File: config.mk
export PLATFORM = sky130hd
export DESIGN_NAME = stream_source_fifo_flat
export DESIGN_NICKNAME = d
export VERILOG_FILES = /design/src/rtl/stream_source_fifo_if.sv /design/src/rtl/stream_source_fifo.sv /design/src/flat_wrapper.sv
export SDC_FILE = /design/constraint.sdc
export NUM_CORES = 1
export LEC_CHECK = 0
export ABC_AREA = 1
export ABC_CLOCK_PERIOD_IN_PS = 2400
export BUFFER_PORTS_ARGS = -buffer_cell sky130_fd_sc_hd__buf_2
export CAP_MARGIN = 20
export CORE_AREA = 2 2 85 87
export CTS_CLUSTER_SIZE = 10
export DETAILED_ROUTE_END_ITERATION = 10
export DIE_AREA = 0 0 87 89
export SYNTH_ARGS = -nofsm -noshare
export SYNTH_HDL_FRONTEND = slang
export SYNTH_SLANG_ARGS = --single-unit
File: constraint.sdc
create_clock -name clk -period 2.4 [get_ports clk]
set_input_delay 0.36 -clock clk [delete_from_list [all_inputs] [get_ports clk]]
set_output_delay 0.36 -clock clk [all_outputs]
set_load 0.02 [all_outputs]
File: src/rtl/stream_source_fifo_if.sv
// Handshake bundle around the stream source FIFO: a producer write port and a
// first-word-fall-through output port toward the downstream stage.
interface stream_source_fifo_if #(
    parameter int DATA_WIDTH = 8
);
    logic                  wr_valid;
    logic                  wr_ready;
    logic [DATA_WIDTH-1:0] wr_data;
    logic                  stream_in_valid;
    logic                  stream_in_ready;
    logic [DATA_WIDTH-1:0] stream_in_data;

    // Handshake rule on both ports: a word moves on a rising clk edge where
    // valid && ready; ready never depends on valid, and a valid word holds
    // its data until it is taken.

    // master: the FIFO itself (accepts writes, drives the output stream)
    modport master (
        input  wr_valid,
        input  wr_data,
        output wr_ready,
        output stream_in_valid,
        output stream_in_data,
        input  stream_in_ready
    );

    // slave: the surrounding producer/consumer pair
    modport slave (
        output wr_valid,
        output wr_data,
        input  wr_ready,
        input  stream_in_valid,
        input  stream_in_data,
        output stream_in_ready
    );
endinterface

File: src/rtl/stream_source_fifo.sv
// Small first-word-fall-through FIFO feeding a downstream stream stage, with
// occupancy, transfer counter and a sticky flag for writes attempted while full.
module stream_source_fifo #(
    parameter int DATA_WIDTH = 8,
    parameter int DEPTH      = 4
) (
    input  logic                     clk,
    input  logic                     reset,
    stream_source_fifo_if.master     bus,
    output logic [$clog2(DEPTH):0]   level,
    output logic                     full,
    output logic                     empty,
    output logic [15:0]              xfer_count,
    output logic                     stall_seen
);
    localparam int AW = $clog2(DEPTH);
    localparam logic [AW:0]   LVL_FULL = (AW + 1)'(DEPTH);
    localparam logic [AW:0]   LVL_ONE  = (AW + 1)'(1);
    localparam logic [AW-1:0] PTR_ONE  = AW'(1);

    logic [DATA_WIDTH-1:0] mem [DEPTH];
    logic [AW-1:0]         wr_ptr;
    logic [AW-1:0]         rd_ptr;
    logic                  do_wr;
    logic                  do_rd;

    assign full  = (level == LVL_FULL);
    assign empty = (level == '0);

    // Flow control comes only from registered occupancy, never from the
    // downstream ready, so a full FIFO refuses writes even while draining.
    assign bus.wr_ready        = !full;
    assign bus.stream_in_valid = !empty;
    assign bus.stream_in_data  = empty ? '0 : mem[rd_ptr];

    assign do_wr = bus.wr_valid && !full;
    assign do_rd = !empty && bus.stream_in_ready;

    always_ff @(posedge clk or posedge reset) begin
        if (reset) begin
            wr_ptr     <= '0;
            rd_ptr     <= '0;
            level      <= '0;
            xfer_count <= '0;
            stall_seen <= 1'b0;
        end else begin
            if (do_wr) wr_ptr <= wr_ptr + PTR_ONE;
            if (do_rd) begin
                rd_ptr     <= rd_ptr + PTR_ONE;
                xfer_count <= xfer_count + 16'd1;
            end
            if (do_wr && !do_rd)      level <= level + LVL_ONE;
            else if (do_rd && !do_wr) level <= level - LVL_ONE;
            if (bus.wr_valid && full) stall_seen <= 1'b1;
        end
    end

    // Storage needs no reset: empty masks the output, so stale words are unreachable.
    always_ff @(posedge clk) begin
        if (do_wr) mem[wr_ptr] <= bus.wr_data;
    end
endmodule

File: src/flat_wrapper.sv
// flat-port wrapper written by rule: the top's interface ports become plain ports
module stream_source_fifo_flat 
#(
    parameter int DATA_WIDTH = 8,
    parameter int DEPTH      = 4
)
  (clk, reset, level, full, empty, xfer_count, stall_seen, bus_wr_valid, bus_wr_data, bus_wr_ready, bus_stream_in_valid, bus_stream_in_data, bus_stream_in_ready);
  stream_source_fifo_if #(.DATA_WIDTH(DATA_WIDTH)) bus_i ();
  input  logic clk;
  input  logic reset;
  output logic [$clog2(DEPTH):0] level;
  output logic full;
  output logic empty;
  output logic [15:0] xfer_count;
  output logic stall_seen;
  input wire logic [$bits(bus_i.wr_valid)-1:0] bus_wr_valid;
  input wire logic [$bits(bus_i.wr_data)-1:0] bus_wr_data;
  output wire logic [$bits(bus_i.wr_ready)-1:0] bus_wr_ready;
  output wire logic [$bits(bus_i.stream_in_valid)-1:0] bus_stream_in_valid;
  output wire logic [$bits(bus_i.stream_in_data)-1:0] bus_stream_in_data;
  input wire logic [$bits(bus_i.stream_in_ready)-1:0] bus_stream_in_ready;
  assign bus_i.wr_valid = bus_wr_valid;
  assign bus_i.wr_data = bus_wr_data;
  assign bus_wr_ready = bus_i.wr_ready;
  assign bus_stream_in_valid = bus_i.stream_in_valid;
  assign bus_stream_in_data = bus_i.stream_in_data;
  assign bus_i.stream_in_ready = bus_stream_in_ready;
  stream_source_fifo #(.DATA_WIDTH(DATA_WIDTH), .DEPTH(DEPTH)) u_core (.clk(clk), .reset(reset), .bus(bus_i), .level(level), .full(full), .empty(empty), .xfer_count(xfer_count), .stall_seen(stall_seen));
endmodule
== After elaboration in Yosys (flattened, before gate mapping) ==
Memory sizes are Yosys's and may differ from the RTL's.
Cells that the tools add are included.

* Register bits after elaboration: 24
* RAM bits: 32
* Input port bits: 12
* Word-level logic and storage cells: 28
* Memories: 1

* $add $sub $neg: 5
* Equality and inequality tests: 1
* Mux-type cells: 5
* Reductions and logical operators: 11

{| class="wikitable"
|+ Memories
! memory !! depth !! bits a word !! read ports !! clocked after memory_dff !! wr ports !! line !! text
|-
| u_core.mem || 4 || 8 || 1 || 0 || 1 || stream_source_fifo.sv:21 || <nowiki>logic [DATA_WIDTH-1:0] mem [DEPTH];</nowiki>
|}

{| class="wikitable"
|+ Operators with widths
! kind !! count
|-
| adder 16 x 1 -> 16 bit (second input constant) || 1
|-
| 2-to-1 mux 8 bit || 1
|-
| 2-to-1 mux 3 bit || 2
|-
| logical AND 1 bit || 5
|-
| adder 2 x 1 -> 2 bit (second input constant) || 2
|-
| logical NOT 1 bit || 4
|-
| adder 3 x 1 -> 3 bit (second input constant) || 1
|-
| equality test 3 bit (second input constant) || 1
|-
| logical NOT 3 bit || 1
|-
| subtractor 3 x 1 -> 3 bit (second input constant) || 1
|-
| 2-to-1 mux 1 bit || 2
|-
| nonzero test 2 bit || 1
|}

== Depth between registers and ports, before layout ==
Gate-level depths: netlist (run 1).

* Depth after elaboration: 7
* Gate-level depth with buffers: 10
* Mapped depth without buffers: 10

== Least setup slack after synthesis (run 1) ==
No wires, ideal clock.

* Path type: register to register
* From: register u_core.level[1]
* To: register u_core.level[1]
* Setup time: 0.125 ns
* Arrival time: 2.048 ns
* Data required time: 2.275 ns
* Slack: 0.228 ns
* Cell stages (with the launch flop): 9
* Buffers on the path: 0
* Period minus slack after synthesis: 2.172 ns
* Cells stage by stage: dfrtp_1 > nor2_4 > nand2_1 > nand2_1 > inv_1 > ha_1 > inv_1 > fa_1 > mux2_2

* Word-level cells in the longest chain between the ends: 6

{| class="wikitable"
|+ Ends and longest elaborated chain
! what !! line !! text
|-
| start, declared || stream_source_fifo.sv:10 || <nowiki>output logic [$clog2(DEPTH):0] level,</nowiki>
|-
| start signal, assigned || stream_source_fifo.sv:52 || <nowiki>if (do_wr && !do_rd) level <= level + LVL_ONE;</nowiki>
|-
| start signal, assigned || stream_source_fifo.sv:53 || <nowiki>else if (do_rd && !do_wr) level <= level - LVL_ONE;</nowiki>
|-
| equality test 3 bit (*) || stream_source_fifo.sv:27 || <nowiki>assign full = (level == LVL_FULL);</nowiki>
|-
| logical NOT 1 bit (*) || - ||
|-
| via bus_wr_ready || flat_wrapper.sv:18 || <nowiki>output wire logic [$bits(bus_i.wr_ready)-1:0] bus_wr_ready;</nowiki>
|-
| logical AND 1 bit (*) || stream_source_fifo.sv:36 || <nowiki>assign do_wr = bus.wr_valid && !full;</nowiki>
|-
| via u_core.do_wr || stream_source_fifo.sv:24 || <nowiki>logic do_wr;</nowiki>
|-
| logical NOT 1 bit || stream_source_fifo.sv:53 ||
|-
| logical AND 1 bit || stream_source_fifo.sv:53 ||
|-
| nonzero test 2 bit (no source line) || - ||
|}

Mark *: on every way through the listed nets, which the timed path passes. The rest lies on a longest branch. The select of a mux whose other input is x is not followed.
A chain may end at the register's enable or synchronous reset.

== Worst setup path in the final report (run 1) ==
* From: register u_core.level[0]
* To: output port bus_stream_in_data[7]

* Word-level cells in the longest chain between the ends: 2

{| class="wikitable"
|+ Ends and longest elaborated chain
! what !! line !! text
|-
| logical NOT 3 bit || stream_source_fifo.sv:28 || <nowiki>assign empty = (level == '0);</nowiki>
|-
| 2-to-1 mux 8 bit || stream_source_fifo.sv:34 || <nowiki>assign bus.stream_in_data = empty ? '0 : mem[rd_ptr];</nowiki>
|-
| end, declared || flat_wrapper.sv:20 || <nowiki>output wire logic [$bits(bus_i.stream_in_data)-1:0] bus_stream_in_data;</nowiki>
|}

Every way passes these cells.

==> results of run 1 <==
-- final cells by class --
cell class	instances	area, sq um	share of cell area (%)
repair buffers	50	268	8.62
inverters	27	105	3.38
well taps	80	100	3.22
flip-flops and latches	56	1560	50.2
clock buffers	5	68.8	2.21
clock inverters	3	27.5	0.886
multi-input cells	169	977	31.4
-- sequential cells by signal (all words and copies together) (netlist names) --
signal,count
u_core.mem,32
u_core.xfer_count,16
u_core.level,3
u_core.rd_ptr,2
u_core.wr_ptr,2
u_core.stall_seen,1
-- where the power goes --
part           total, mW  switching (mW)  internal, mW
registers           1.44           0.184          1.26
logic               1.55            1.01         0.542
clock network      0.547           0.332         0.215
-- routing by layer --
layer / routed length (um) / vias up
met2: 2230 / 31
met5: 0 / -
met3: 198 / 5
li1: - / 927
met4: 65 / 0
met1: 2460 / 832
-- cell usage after synthesis, drive strengths merged --
master   n
clkinv   3
nand3b   6
edfxtp  32
fa       1
buf      4
inv     24
o21ai   18
mux2     1
xor2     9
nand4    1
nand3    5
a21oi    9
clkbuf   1
ha       6
dfrtp   24
a31o     1
nand2   55
xnor2    1
nor2    56
-- cell families (layout without fill, tap and decap cells) --
family,Yosys count,in the layout,share of synthesized area [%]
and+or+nand+nor,123,123,22.9
AOI/OAI and AO/OA,28,28,5.35
DFF,56,56,58.1
buffers and inverters,32,85,5.58
adders and majority gates,7,7,3.54
xor gates and xnor gates,10,10,4.10
muxes,1,1,0.419
-- through the flow --
step                cell area [sq um]  power, mW
global placement                 3010       3.01
detailed placement               3010       3.05
CTS                              3110       3.60
floorplan                        2690       2.58
global route                     3110       3.79
finish                           3110       3.54
-- worst register-to-register path: cells and delay by family (launching register included) --
family / cells / cell delay (ns)
AND/OR/NAND/NOR: 3 / 0.49
adder cells (fa/ha/maj): 2 / 0.60
buffers and inverters: 2 / 0.19
flip-flops: 1 / 0.46
multiplexers: 1 / 0.26
-- worst max-delay path by stage --
stage | from | endpoint | slack, ns | cells after the start
2_1_floorplan | u_core.level[1]$_DFFE_PP0P_ | u_core.level[1]$_DFFE_PP0P_ | 0.23 | 8
4_1_cts | u_core.level[1]$_DFFE_PP0P_ | u_core.level[1]$_DFFE_PP0P_ | 0.26 | 8
3_3_place_gp | u_core.level[1]$_DFFE_PP0P_ | u_core.level[1]$_DFFE_PP0P_ | 0.39 | 8
5_1_grt | u_core.level[0]$_DFFE_PP0P_ | u_core.level[2]$_DFFE_PP0P_ | 0.09 | 10
3_5_place_dp | u_core.level[1]$_DFFE_PP0P_ | u_core.level[1]$_DFFE_PP0P_ | 0.28 | 8
6_report | u_core.level[0]$_DFFE_PP0P_ | bus_stream_in_data[7] | 0.29 | 5
==> qor.yml, run 1 <==
status: "completed"
via_per_inst: 4.60
cp_max_fo: 9
met2_usage_pct: 20.5
rows: 30
r2r_start: "u_core.level[1]$_DFFE_PP0P_"
cp_num_buf_inv: 2
ant_nets: 0
diodes: 0
worstSetupStartpointType: "flip-flop"
antenna_found_initial: 0
drive_gt1_share_pct: 27.4
routed_wl_um: 4960
design.portCount: 44
cts_setup_buffers: 0
setup_ws_ns: 0.288
syn_avg_cell_area_sq_um: 10.5
relSlewSlack_pct: 76.9
place_inst: 382
setup_viol: 0
cts_tree: "built"
crit_required_ns: 2.04
place.gp.congestion: 0.751
hpwl_um: 3450
start_util_pct: 40.0
crit_chain: "nor2_4, nand2_4, clkinv_1, a21oi_1, buf_2"
drt-initial-drc-count: 68
path_class: "flip-flop to primary output"
ir_drop_uv: 553
core_sq_mm: 0.00672
use_met1_pct: 19.4
die_w_um: 87
use_met3_pct: 3.05
grt_pass1_wl_um: 8020
grt_pass1_vias: 1649
rsz0062_at_grt: "false"
clock-root-buffer: "clkbuf_8"
path_delay_family: "flip-flops"
drv_slew: 0
mostFrequentLayoutCells: "nand2_1, nor2_1, buf_2"
cts_sinks: 56
power.density_mw_per_mm2: 1140
syn-cell-area_sq_mm: 0.00269
die-area_sq_mm: 0.00774
yosysTopAreaCell: "edfxtp_1"
die_h_um: 89
post_cts_resized: 0
tns_ns: 0
drc: 0
cpMaxStageDelayCell: "dfrtp_1"
h-tree-depth: 2
synth.top_cell.area_share_pct: 35.7
grt_usage_pct: 13.6
grt_start_max_net_pins: 25
fin_crit_sh_pct: 88.0
worst_ep_arrival_time_ns: 1.75
reg2reg_to: "u_core.level[1]$_DFFE_PP0P_"
cts_buffers: 5
fillerInstances: 646
synth_nets: 276
clockBufferDepth: 2
cts_hold_repair.buffers: 0
grt-busiest-layer: "met2"
stdcell_count: 390
wl_per_cell_um: 12.7
ff2ff_setup_slack_ns: 0.29
ff2ff_path_depth: 8
hold_path.class: "input pin to asynchronous set/reset pin"
final_core_util_pct: 46.3
clk_latency_ns: 0.31
maxCapViolCount: 0
ys_ff_latch: 56
hold_slack_ns: 0.0776
vias: 1795
p_leak_nw: 1.38
area_growth_pct: 15.6
maxClockFrequency_mhz: 473
clk_pin_slew_worst_paths_ns: 0.11
finClkSkew_ns: 0.00301
grt.overflow.total: 0
yosysSeqAreaShare_pct: 58.1
yosys.cell_types.count: 32
final_common_cell: "nand2_1"
dp_slack_ns: 0.285
drt_first_pass_iters: 4
worstMarginPinSlew_ns: 0.346
synth_area_leaders: "edfxtp_1, dfrtp_1, nand2_1"
nets: 328
port_buffers: 43
max_stage_delay_ns: 0.49
finalHoldViolations: 0
period_needed_ns: 2.11
ys_warn_count: 0
end_kind: "primary output"
synth_cells: 257
(Power assumes the default switching activity.)
==> run 2, diff against run 1 <==
- CORE_AREA: 2 2 85 87 -> 2 2 81 83
- DIE_AREA: 0 0 87 89 -> 0 0 83 85
==> qor.yml, run 2 (same netlist as run 1, synthesis figures left out) <==
rows: 29  # -3.3%
maxClockFrequency_mhz: 475  # +0.42%
clockBufferDepth: 2  # unchanged
power.density_mw_per_mm2: 1130  # -0.60%
cpMaxStageDelayCell: "dfrtp_1"
max_stage_delay_ns: 0.66  # +0.17 ns
maxCapViolCount: 0  # unchanged
via_per_inst: 4.81  # +4.6%
grt_pass1_vias: 1770  # +7.3%
drc: 0  # unchanged
post_cts_resized: 0  # unchanged
end_kind: "primary output"
status: "completed"
mostFrequentLayoutCells: "nand2_1, nor2_1, buf_2"
routed_wl_um: 4910  # -0.95%
ff2ff_path_depth: 8  # unchanged
nets: 328  # unchanged
start_util_pct: 43.3  # +3.3 points
hold_path.class: "input pin to asynchronous set/reset pin"
drive_gt1_share_pct: 27.4  # unchanged
grt_usage_pct: 14.9  # +1.3 points
p_leak_nw: 1.38  # -0.12%
ir_drop_uv: 720  # +30%
ff2ff_setup_slack_ns: 0.31  # +0.02 ns
rsz0062_at_grt: "false"
grt_pass1_wl_um: 8250  # +2.8%
wl_per_cell_um: 12.7  # -0.18%
relSlewSlack_pct: 66.8  # -10 points
clk_pin_slew_worst_paths_ns: 0.10  # about the same
antenna_found_initial: 0  # unchanged
cts_tree: "built"
crit_required_ns: 2.04  # about the same
tns_ns: 0  # unchanged
top_register: "u_core.mem"
clock-root-buffer: "clkbuf_8"
hold_slack_ns: 0.0701  # -0.00746 ns
setup_viol: 0  # unchanged
crit_chain: "buf_4, nor2_1, nor2_1, o21ai_0, a21oi_1, buf_2"
h-tree-depth: 2  # unchanged
timing.critical_path.to: "bus_stream_in_data[1]"
cpMostUsedCell: "nor2_1"
drv_slew: 0  # unchanged
worst_ep_arrival_time_ns: 1.74  # about the same
worstSetupStartpointType: "flip-flop"
area_growth_pct: 15.2
finClkSkew_ns: 0.0109  # +0.00787 ns
reg2reg_to: "u_core.level[1]$_DFFE_PP0P_"
cts_setup_buffers: 0  # unchanged
cts_hold_repair.buffers: 0  # unchanged
clk_latency_ns: 0.31  # about the same
vias: 1863  # +3.8%
cts_sinks: 56  # unchanged
finalHoldViolations: 0  # unchanged
worstMarginPinSlew_ns: 0.499  # +0.153 ns
final_common_cell: "nand2_1"
reg.largest.list: "u_core.mem: 32 flops, u_core.xfer_count: 16 flops, u_core.level: 3 flops"
period_needed_ns: 2.10  # -0.00885 ns
drt_first_pass_iters: 4  # unchanged
fin_crit_sh_pct: 87.6  # -0.37 points
diodes: 0  # unchanged
cts_buffers: 5  # unchanged
core_sq_mm: 0.00620  # -7.7%
die_h_um: 85  # -4.5%
r2r_start: "u_core.level[1]$_DFFE_PP0P_"
die-area_sq_mm: 0.00706  # -8.9%
hpwl_um: 3440  # -0.29%
grt_start_max_net_pins: 25  # unchanged
cp_max_fo: 13  # +4
place.gp.congestion: 0.709  # -5.7%
ant_nets: 0  # unchanged
drt-initial-drc-count: 87  # +28%
design.portCount: 44  # unchanged
cp-startpoint: "u_core.rd_ptr[0]$_DFFE_PP0P_"
die_w_um: 83  # -4.6%
port_buffers: 43  # unchanged
path_class: "flip-flop to primary output"
largest_reg_flops: 32  # unchanged
grt.overflow.total: 0  # unchanged
run 2: metal layers:
layer	wire length [um]	track usage, %	up-vias
li1	-	-	924
met4	59	5.37	0
met2	2370	24.2	38
met1	2270	19.3	897
met3	211	4.09	4
met5	0	0	-
run 2: how the worst min path moves through the flow:
stage                from                       endpoint  slack [ns]  cells after the start
floorplan           reset    u_core.level[0]$_DFFE_PP0P_        0.37                      1
global placement    reset  u_core.stall_seen$_DFFE_PP0P_        0.42                      3
detailed placement  reset  u_core.stall_seen$_DFFE_PP0P_        0.43                      3
CTS                 reset  u_core.stall_seen$_DFFE_PP0P_        0.08                      3
global route        reset  u_core.stall_seen$_DFFE_PP0P_        0.08                      3
finish              reset  u_core.stall_seen$_DFFE_PP0P_        0.07                      3
run 2: layout make-up:
type,instances,area [sq um]
fill,584,3110
inverter,27,105
timing repair buffer,50,268
sequential,56,1560
clock buffer,5,68.8
tap,77,96.3
clock inverter,3,21.3
multi-input combinational,169,977
run 2: worst max-delay path: cells and delay by family (launching register included):
| family | cells | cell delay (ns) |
|---|---|---|
| AOI/OAI and AO/OA | 2 | 0.23 |
| and+or+nand+nor | 2 | 0.12 |
| buffers and inverters | 2 | 0.43 |
| DFF | 1 | 0.66 |
run 2: stage by stage:
| stage | util [%] | setup slack [ns] | area (sq um) | cells | power [mW] |
|---|---|---|---|---|---|
| 3_5_place_dp | 48.5 | 0.294 | 3010 | 379 | 3.05 |
| 6_report | 49.9 | 0.296 | 3100 | 387 | 3.51 |
| 5_1_grt | 49.9 | 0.0855 | 3100 | 387 | 3.78 |
| 3_3_place_gp | 48.5 | 0.394 | 3010 | 379 | 3.02 |
| 2_1_floorplan | - | 0.228 | 2690 | 257 | 2.58 |
| 4_1_cts | 49.9 | 0.265 | 3100 | 387 | 3.57 |
run 2: report_power, final:
group / total, mW / switching (mW) / internal, mW / leakage, nW
registers: 1.45 / 0.192 / 1.26 / 0.598
clock network: 0.522 / 0.314 / 0.208 / 0.0445
logic: 1.54 / 0.996 / 0.543 / 0.738
